## src/rtl/decoder_2_4_stream_pkg.sv

```systemverilog
// Shared types and helpers for the 2:4 decoder stream link.
// Holds the skid-buffer state encoding and the word decode helper.
package decoder_2_4_stream_pkg;

   typedef enum logic [1:0] {
      S_EMPTY = 2'd0,
      S_ONE   = 2'd1,
      S_FULL  = 2'd2
   } skid_state_t;

   localparam int DEC_CODE_W = 2;
   localparam int DEC_OH_W   = 2 ** DEC_CODE_W;

   // {invalid, onehot} for the default 2-bit code width
   function automatic logic [DEC_OH_W:0] dec_word(
      input logic [DEC_CODE_W-1:0] code,
      input logic                  invalid
   );
      logic [DEC_OH_W-1:0] oh;
      oh = '0;
      if (!invalid) begin
         oh[code] = 1'b1;
      end
      return {invalid, oh};
   endfunction

endpackage

```

## src/rtl/decoder_2_4_skid.sv

```systemverilog
// Generic 2-entry valid/ready skid buffer.
// Output register drives out_*; skid register absorbs one stalled word.
module decoder_2_4_skid
   import decoder_2_4_stream_pkg::*;
#(
   parameter int W = 5
) (
   input  logic         clk,
   input  logic         rst,
   input  logic         in_valid,
   output logic         in_ready,
   input  logic [W-1:0] in_data,
   output logic         out_valid,
   input  logic         out_ready,
   output logic [W-1:0] out_data
);

   skid_state_t  state_q, state_d;
   logic [W-1:0] or_q, or_d;
   logic [W-1:0] sr_q, sr_d;
   logic         in_ready_q, in_ready_d;
   logic         acc, xfer;

   assign in_ready  = in_ready_q;
   assign out_valid = (state_q != S_EMPTY);
   assign out_data  = or_q;
   assign acc       = in_valid & in_ready_q;
   assign xfer      = out_valid & out_ready;

   // Next-state and storage moves; in_ready is registered from next state
   always_comb begin
      state_d = state_q;
      or_d    = or_q;
      sr_d    = sr_q;
      unique case (state_q)
         S_EMPTY: begin
            if (acc) begin
               or_d    = in_data;
               state_d = S_ONE;
            end
         end
         S_ONE: begin
            if (acc && !xfer) begin
               sr_d    = in_data;
               state_d = S_FULL;
            end else if (acc && xfer) begin
               or_d = in_data;
            end else if (xfer) begin
               state_d = S_EMPTY;
            end
         end
         S_FULL: begin
            if (xfer) begin
               or_d    = sr_q;
               state_d = S_ONE;
            end
         end
         default: begin
            state_d = S_EMPTY;
         end
      endcase
      in_ready_d = (state_d != S_FULL);
   end

   // State, storage and ready registers; reset drops any buffered words
   always_ff @(posedge clk or posedge rst) begin
      if (rst) begin
         state_q    <= S_EMPTY;
         or_q       <= '0;
         sr_q       <= '0;
         in_ready_q <= 1'b1;
      end else begin
         state_q    <= state_d;
         or_q       <= or_d;
         sr_q       <= sr_d;
         in_ready_q <= in_ready_d;
      end
   end

endmodule

```

## src/rtl/decoder_2_4_stream.sv

```systemverilog
// Receive side of the encoder link: decodes {invalid, code} to one-hot,
// buffers through a skid stage and counts invalid words.
module decoder_2_4_stream
   import decoder_2_4_stream_pkg::*;
#(
   parameter int CODE_W = 2,
   parameter int ERR_W  = 8
) (
   input  logic                 clk,
   input  logic                 rst,
   input  logic                 in_valid,
   output logic                 in_ready,
   input  logic [CODE_W:0]      in_data,
   output logic                 out_valid,
   input  logic                 out_ready,
   output logic [2**CODE_W-1:0] out_onehot,
   output logic                 out_invalid,
   input  logic                 err_clr,
   output logic [ERR_W-1:0]     err_count
);

   localparam int OH_W = 2 ** CODE_W;
   localparam logic [ERR_W-1:0] ERR_MAX = {ERR_W{1'b1}};

   logic [OH_W:0]      dec_w;
   logic [OH_W:0]      skid_out;
   logic [ERR_W-1:0]   err_q, err_d;
   logic               acc;
   logic               bad;

   assign bad = in_data[CODE_W];
   assign acc = in_valid & in_ready;

   // Decode the incoming word; code bits are ignored when flagged invalid
   always_comb begin
      dec_w = '0;
      dec_w[OH_W] = bad;
      if (!bad) begin
         dec_w[in_data[CODE_W-1:0]] = 1'b1;
      end
   end

   decoder_2_4_skid #(
      .W (OH_W + 1)
   ) u_skid (
      .clk       (clk),
      .rst       (rst),
      .in_valid  (in_valid),
      .in_ready  (in_ready),
      .in_data   (dec_w),
      .out_valid (out_valid),
      .out_ready (out_ready),
      .out_data  (skid_out)
   );

   assign out_onehot  = skid_out[OH_W-1:0];
   assign out_invalid = skid_out[OH_W];
   assign err_count   = err_q;

   // Saturating invalid-word count, taken at accept; clear wins
   always_comb begin
      err_d = err_q;
      if (err_clr) begin
         err_d = '0;
      end else if (acc && bad && (err_q != ERR_MAX)) begin
         err_d = err_q + 1'b1;
      end
   end

   // Error counter register
   always_ff @(posedge clk or posedge rst) begin
      if (rst) begin
         err_q <= '0;
      end else begin
         err_q <= err_d;
      end
   end

endmodule

```

## config.mk

```make
export PLATFORM = sky130hd
export DESIGN_NAME = decoder_2_4_stream
export DESIGN_NICKNAME = d
export VERILOG_FILES = /design/src/rtl/decoder_2_4_stream_pkg.sv /design/src/rtl/decoder_2_4_skid.sv /design/src/rtl/decoder_2_4_stream.sv
export SDC_FILE = /design/constraint.sdc
export NUM_CORES = 1
export LEC_CHECK = 0
export BUFFER_PORTS_ARGS = -buffer_cell sky130_fd_sc_hd__buf_2
export CORE_MARGIN = 5
export CORE_UTILIZATION = 45
export CTS_BUF_LIST = sky130_fd_sc_hd__clkbuf_16
export DETAILED_ROUTE_END_ITERATION = 7
export PLACE_DENSITY = 0.75
export SYNTH_ARGS = -nofsm -noshare
export SYNTH_HDL_FRONTEND = slang
export SYNTH_SLANG_ARGS = --single-unit
```

## constraint.sdc

```tcl
create_clock -name clk -period 5.1 [get_ports clk]
set_input_delay 0.51 -clock clk [delete_from_list [all_inputs] [get_ports clk]]
set_output_delay 0.51 -clock clk [all_outputs]
set_load 0.02 [all_outputs]
```

After elaboration in Yosys (flattened, before gate mapping)
Index checks and enable logic that the tools add are counted.

storage, ports and cells
  logic and storage cells = 47
  output and inout bits = 15
  input bits = 8
  bits in registers = 21

operators by class
  eq/ne operators = 8
  reductions and logical operators = 12
  bitwise operators = 3
  order comparisons = 2
  muxes and demuxes = 16
  add/sub/neg operators = 1

operators with widths
  cell                   count
  $mux W5                5
  $mux W8                2
  $pmux W5 S3            1
  $mux W2                5
  $add A8 B1 Y8 const B  1
  $ne A8 B8 Y1 const B   1
  $ne A2 B2 Y1 const B   3
  $pmux W2 S3            1
  $logic_and A1 B1 Y1    5
  $or A5 B4 Y5           1
  $reduce_and A5 Y1      1
  $lt A2 B4 Y1 const B   1
  $ne A2 B1 Y1 const B   2
  $reduce_bool A2 Y1     2
  $reduce_bool A3 Y1     1
  $and A1 B1 Y1          2
  $demux W1 S2           1
  $eq A2 B1 Y1 const B   1
  $eq A2 B2 Y1 const B   1
  $ge A2 B1 Y1 const B   1
  $logic_not A2 Y1       1
  $reduce_and A2 Y1      1
  $logic_not A1 Y1       1
  $mux W1                1

Depth between registers and ports, before layout
Gate-level depths: netlist (run 1).

  depth after elaboration = 9
  gate-level depth with buffers = 5
  depth with buffers taken out = 5

Cells and area by module
Synthesis (run 1) repeated with hierarchy kept, for this count alone.

unflattened totals
  cell total of the unflattened synthesis = 100
  area total of the unflattened synthesis = 1,178.6 µm²

modules (own cells, without submodules)
  module              area an instance (µm²)  cells an instance  seq. area each (µm²)  instances
  decoder_2_4_skid    611.8                   46                 326.6                 1
  decoder_2_4_stream  566.8                   54                 200.2                 1

Worst setup path before layout (run 1)
Ideal clock, no wire load.

  path type = reg2reg
  from = register err_q[0], in the netlist err_count[0]
  to = register err_q[5], in the netlist err_count[5]
  period minus slack after synthesis = 1.811 ns
  arrival = 1.733 ns
  data required time = 5.022 ns
  slack = 3.289 ns
  cell stages (with the launch flop) = 6
  cells stage by stage = dfrtp_1 -> ha_1 -> and3_1 -> a21o_4 -> or4_1 -> a21oi_1

between the ends
  word-level cells in the longest chain between the ends = 3
  elaborated cells between the ends (all ways) = 6
  classes of those cells = add/sub (1); eq/ne (1); mux (2); reduce/logical (2)

RTL lines
  element                                         line                                                source
  start, declared                                 decoder_2_4_stream.sv:27                            logic [ERR_W-1:0] err_q, err_d;
  start signal, assigned                          decoder_2_4_stream.sv:75                            err_q <= err_d;
  $add A8 B1 Y8 or $ne A8 B8 Y1 (tied branches)   decoder_2_4_stream.sv:66, decoder_2_4_stream.sv:65
  $mux W8 or $logic_and A1 B1 Y1 (tied branches)  decoder_2_4_stream.sv:65                            end else if (acc && bad && (err_q != ERR_MAX)) begin
  $mux W8 or $reduce_bool A2 Y1 (tied branches)   n/a

Parallel ways exist; a longest one is shown, timed or not. The select of a mux whose other input is x is not followed.
A chain may end at the register's enable or synchronous reset.

Worst setup path after layout (run 1)
  from = register u_skid.in_ready_q, in the netlist u_skid.in_ready
  to = register u_skid.sr_q[2]

between the ends
  word-level cells in the longest chain between the ends = 3

RTL lines
  element                             line                    source
  start, declared                     decoder_2_4_skid.sv:21  logic in_ready_q, in_ready_d;
  start signal, assigned              decoder_2_4_skid.sv:76  in_ready_q <= in_ready_d;
  $and A1 B1 Y1                       decoder_2_4_skid.sv:27  assign acc = in_valid & in_ready_q;
  $logic_and A1 B1 Y1                 decoder_2_4_skid.sv:43  if (acc && !xfer) begin
  $reduce_and A2 Y1 (no source line)  n/a
  end signal, assigned                decoder_2_4_skid.sv:75  sr_q <= sr_d;
  end, declared                       decoder_2_4_skid.sv:20  logic [W-1:0] sr_q, sr_d;

Every way passes these cells.

==> results of run 1 <==
[sequential cells by signal, indices dropped and copies added (netlist names)]
| name | flops |
|---|---|
| err_count | 8 |
| u_skid.state_q | 2 |
| u_skid.sr_q | 5 |
| u_skid.in_ready | 1 |
| u_skid.out_data | 5 |
[power by group through the flow]
stage          logic [µW]  clock network [µW]  registers, µW
6_report              129                 160            224
5_1_grt               139                 169            230
4_1_cts               131                 161            225
3_5_place_dp          130                   0            227
3_3_place_gp          128                   0            225
2_1_floorplan        76.1                   0            243
[placed cells by master (no fill, tap or decap), types with 3 or more instances in the layout]
master | netlist | routed
nor3b_1 | 3 | 3
inv_1 | 3 | 4
nor2_1 | 6 | 6
nand2_1 | 6 | 6
buf_2 | 0 | 22
mux2_2 | 16 | 16
a21oi_1 | 6 | 6
clkbuf_16 | 0 | 3
dfrtp_1 | 20 | 20
[per-layer routing]
metal / wire length [µm] / vias to the layer above / track usage [%]
met3: 84 / 4 / 2.63
met4: 36 / 0 / 6.62
met5: 0 / - / 0
met2: 938 / 17 / 20.1
li1: - / 380 / -
met1: 961 / 383 / 17.2
[kinds of logic after synthesis]
kind of cell | synth area share [%]
simple gates | 16.9
flops | 49.9
mux | 18.0
compound gates | 9.72
buf+inv | 1.78
xor+xnor | 2.49
fa+ha+maj | 1.18
[worst max-delay path by stage]
| stage | from | endpoint | slack (ns) | depth (start not counted) |
|---|---|---|---|---|
| after CTS | u_skid.in_ready$_DFF_PP1_ | u_skid.sr_q[2]$_DFFE_PP0N_ | 3.25 | 3 |
| after global placement | in_valid | u_skid.sr_q[3]$_DFFE_PP0N_ | 3.28 | 4 |
| after floorplan | err_count[0]$_DFFE_PP0P_ | err_count[5]$_DFFE_PP0P_ | 3.29 | 5 |
| after detailed placement | in_valid | u_skid.sr_q[2]$_DFFE_PP0N_ | 3.20 | 4 |
| final | u_skid.in_ready$_DFF_PP1_ | u_skid.sr_q[2]$_DFFE_PP0N_ | 3.28 | 3 |
| after global routing | err_count[0]$_DFFE_PP0P_ | err_count[5]$_DFFE_PP0P_ | 3.16 | 5 |
[through the flow]
stage          utilization (%)  hold slack (ns)  instances  total power (µW)  instance area (µm²)
2_1_floorplan                -            0.477         92               319                 1060
3_3_place_gp              53.4            0.484        140               353                 1190
3_5_place_dp              53.4            0.493        140               358                 1190
4_1_cts                   57.0            0.425        144               517                 1270
5_1_grt                   57.0            0.474        144               538                 1270
6_report                  57.0            0.389        144               513                 1270
[final cells by class]
class	instances	area, µm²
clock buffer	3	75.1
fill	217	961
clock inverter	1	3.75
sequential	21	527
timing repair buffer	22	110
tap	28	35.0
inverter	3	11.3
multi-input combinational	66	510
==> reports/summary.txt, run 1 <==
CP cell instances -> nand3b_1 > nor3b_1 > mux2_2
Diodes inserted -> 0
DP Worst Slack -> 3.20 ns
Detail Placement HPWL -> 1510 µm
Core area -> 2230 µm²
Critical Path AT -> 1.95 ns
Max-slew violation count -> 0
Sequential share of power -> 43.7%
DIE HEIGHT -> 58.4 µm
Most numerous cell in the Yosys netlist -> dfrtp_1
Worst path buffer plus inverter count -> 0
CTS Buf Count -> 3
CTS resizes -> 0
TritonCTS clock tree -> done
Largest area contributor in the netlist -> dfrtp_1
Sequential fraction of the synthesis area -> 49.9%
Largest net degree at the start of global routing -> 22
WL final -> 2020 µm
Die area -> 3420 µm²
FP Rows -> 17
Gr usage total -> 13.0%
Worst setup margin -> 3.28 ns
Part of the power in combinational logic -> 25.0%
CTS H-Tree Depth -> 1
Worst-Skew Late Latency -> 0.25 ns
RSZ-0062 raised after global routing -> no
Reg-to-reg endpoint -> u_skid.sr_q[2]$_DFFE_PP0N_
Clk pwr share -> 31.2%
Seq cells post-synth -> 21
Period Utilization, post-route -> 35.7%
Sw Share -> 28.3%
Number of synthesized flops with an enable pin -> 0
Fraction of registers with async set/reset -> 100%
Vias in the first global route -> 769
Die Wd -> 58.4 µm
Via density -> 5.44
Relative slew margins -> 49.1%
CP Capture Type -> register
Worst Path Max Fanout -> 5
Power Dens Cells -> 404 nW/µm²
Hold-fix buffers at CTS -> 0
Skew final -> 0.00311 ns
Final Hold Vio Count -> 0
Synth top cells by count -> dfrtp_1 (20), mux2_2 (16), a21oi_1 (6), nand2_1 (6), nor2_1 (6)
WP data required -> 5.23 ns
First-pass GRT wire length -> 3410 µm
Yosys cell types -> 36
Endpoints failing setup -> 0
Min Tclk post-route -> 1.82 ns
Worst Setup Path Type -> reg -> reg
Vias -> 784
Initial antenna violation count -> 0
Nets@finish -> 126
Postcts setup bufs -> 0
Reg2Reg Depth -> 3
First-pass detailed-route iteration total -> 4
Root Driver -> clkbuf_16
DRC Markers -> 0
Synth warnings -> 0
Routed len/inst -> 14.0 µm
Ratio of cells with drive above 1 in the final layout -> 42.2%
Startpoint Class -> register
CP delay by family, top -> simple AND/OR/NAND/NOR gates
Status -> finished clean
I/O Pins -> 23
Antenna viol nets, final -> 0
Static Leak -> 0.000621 µW
Clock transition at path regs -> 0.06 ns
Initial Util -> 47.3%
Syn avg cell area -> 11.5 µm²
Synth top area share -> 47.4%
Final Wtd Congestion -> 0.756
Fmax -> 550 MHz
Worst Hold Class -> in -> async
Synth Net Count -> 101
Synth top area cells -> dfrtp_1 (47%), mux2_2 (17%), a21oi_1 (2.8%)
Post-synthesis instance total -> 92
Worst vdd ir -> 324 µV
Critical register-to-register path startpoint -> u_skid.in_ready$_DFF_PP1_
Psw -> 145 µW
Setup TNS -> 0 ns
Slew at the pin closest to its max-slew limit -> 0.763 ns
Area growth syn-to-layout -> 20.5%
R2R Setup Slk -> 3.28 ns
Max-capacitance violation count -> 0
Mapped Area -> 1060 µm²
Top_reg_cell synth -> dfrtp_1
1st-iter DRT viols -> 21
Clk sinks -> 21
CP peak stage delay -> 0.61 ns
Internal power -> 368 µW
GRT overflow -> 0
Buffers on Ports -> 22
Slowest CP cell -> nor3b_1
CTS Buffer Depth -> 2
(Power assumes the default switching activity.)
==> run 2, diff against run 1 <==
==> constraint.sdc (replaced) <==
create_clock -name clk -period 1.8 [get_ports clk]
set_input_delay 0.18 -clock clk [delete_from_list [all_inputs] [get_ports clk]]
set_output_delay 0.18 -clock clk [all_outputs]
set_load 0.02 [all_outputs]
==> reports/summary.txt, run 2 (synthesized netlist as in run 1, its figures left out) <==
Status -> finished clean
Worst Setup Path Type -> reg -> reg
First-pass detailed-route iteration total -> 4
Die area -> 3420 µm²
CP Capture Type -> register
Largest register FFs -> 8
Critical Path AT -> 1.92 ns
Final Wtd Congestion -> 0.836
GRT overflow -> 0
Slowest CP cell -> or4_1
Initial antenna violation count -> 0
TritonCTS clock tree -> done
CTS Buffer Depth -> 2
Most frequent cells in the layout -> buf_2 (22), dfrtp_1 (19), mux2_2 (16), nand2_1 (6), nor2_1 (6)
Via density -> 5.32
First-pass GRT wire length -> 3680 µm
Period Utilization, post-route -> 96.7%
Buffers on Ports -> 22
I/O Pins -> 23
Power Dens Cells -> 1120 nW/µm²
Cell count after placement -> 144
Startpoint Class -> register
Root Driver -> clkbuf_16
Final Util -> 59.2%
Ratio of cells with drive above 1 in the final layout -> 46.3%
Fin cells -> 149
Clk sinks -> 21
Endpoints failing setup -> 0
CP cell instances -> ha_1 > and3_4 > a21o_4 > or4_1 > a21oi_2
Worst Path Max Fanout -> 6
Static Leak -> 0.000641 µW
Slew at the pin closest to its max-slew limit -> 0.506 ns
Worst-Skew Late Latency -> 0.25 ns
Skew final -> 0.00230 ns
Area growth syn-to-layout -> 25.2%
Routed len/inst -> 14.2 µm
Nets@finish -> 131
Final Hold Vio Count -> 0
Max-slew violation count -> 0
Postcts setup bufs -> 0
Relative slew margins -> 65.4%
Largest net degree at the start of global routing -> 22
Detail Placement HPWL -> 1540 µm
Fmax -> 575 MHz
WP data required -> 1.98 ns
Worst Hold Class -> in -> reg
DIE HEIGHT -> 58.4 µm
Vias in the first global route -> 861
CTS Buf Count -> 3
Clock transition at path regs -> 0.05 ns
Initial Util -> 47.3%
Min Tclk post-route -> 1.74 ns
1st-iter DRT viols -> 18
Vias -> 793
DRC Markers -> 0
Most common cell after layout, fill and taps aside -> buf_2
FP Rows -> 17
Antenna viol nets, final -> 0
Die Wd -> 58.4 µm
Gr usage total -> 14.1%
Core area -> 2230 µm²
CTS H-Tree Depth -> 1
Worst vdd ir -> 780 µV
CP peak stage delay -> 0.49 ns
Max-capacitance violation count -> 0
WL final -> 2120 µm
Diodes inserted -> 0
run 2: routing by layer:
layer / vias to the layer above / routed length [µm] / GRT usage (%)
met3: 5 / 85 / 3.73
met4: 0 / 36 / 6.95
met5: - / 0 / 0
met1: 383 / 891 / 16.8
met2: 17 / 1110 / 23.4
li1: 388 / - / -
run 2: worst paths after layout:
kind / start / end / slack (ns) / cells after the start
setup / recovery: err_count[0]$_DFFE_PP0P_ / err_count[5]$_DFFE_PP0P_ / 0.06 / 5
max in group asynchronous: rst / u_skid.in_ready$_DFF_PP1_ / 1.04 / 4
hold reg to reg: u_skid.out_data[1]$_DFFE_PP0P_ / u_skid.out_data[1]$_DFFE_PP0P_ / 0.50 / 1
min in group asynchronous: rst / err_count[1]$_DFFE_PP0P_ / 0.49 / 4
setup reg to reg: err_count[0]$_DFFE_PP0P_ / err_count[5]$_DFFE_PP0P_ / 0.06 / 5
hold / removal: out_ready / u_skid.state_q[1]$_DFF_PP0_ / 0.18 / 2
run 2: power by group:
group | leakage, µW | total [µW] | internal, µW | switching [µW]
clock | 0.0000423 | 456 | 296 | 161
sequential | 0.000277 | 635 | 575 | 60.6
combinational | 0.000322 | 391 | 192 | 198
total | 0.000641 | 1480 | 1060 | 420
run 2: final cells by class:
cell class / instances / area (µm²)
Fill cell: 196 / 911
Sequential cell: 21 / 528
Multi-Input combinational cell: 66 / 519
Timing Repair Buffer: 27 / 150
Clock buffer: 3 / 75.1
Tap cell: 28 / 35.0
Inverter: 3 / 11.3
Clock inverter: 1 / 3.75
run 2: metrics by stage:
| step | instance area, µm² | setup TNS [ns] | hold WS [ns] | total power, µW | setup WS [ns] |
|---|---|---|---|---|---|
| 6_report | 1320 | 0 | 0.175 | 1480 | 0.0598 |
| 3_3_place_gp | 1220 | 0 | 0.220 | 1020 | 0.0946 |
| 3_5_place_dp | 1220 | 0 | 0.222 | 1040 | 0.0477 |
| 4_1_cts | 1310 | 0 | 0.165 | 1500 | 0.0266 |
| 2_1_floorplan | 1060 | 0 | 0.156 | 904 | 0.0176 |
| 5_1_grt | 1320 | -0.0124 | 0.185 | 1560 | -0.0124 |
run 2: repair_timing:
action	4_1_cts	5_1_grt
hold buffers	1	0
endpoints found under the setup margin	0	1
endpoints found under the hold margin	20	0
resized for setup	0	2
run 2: worst max-delay path: cells and delay by family (launching register included):
kind	cells	cell delay (ns)
AND/OR/NAND/NOR	2	0.69
flip-flops	1	0.40
AO/OA/AOI/OAI	2	0.37
adder cells (fa/ha/maj)	1	0.22
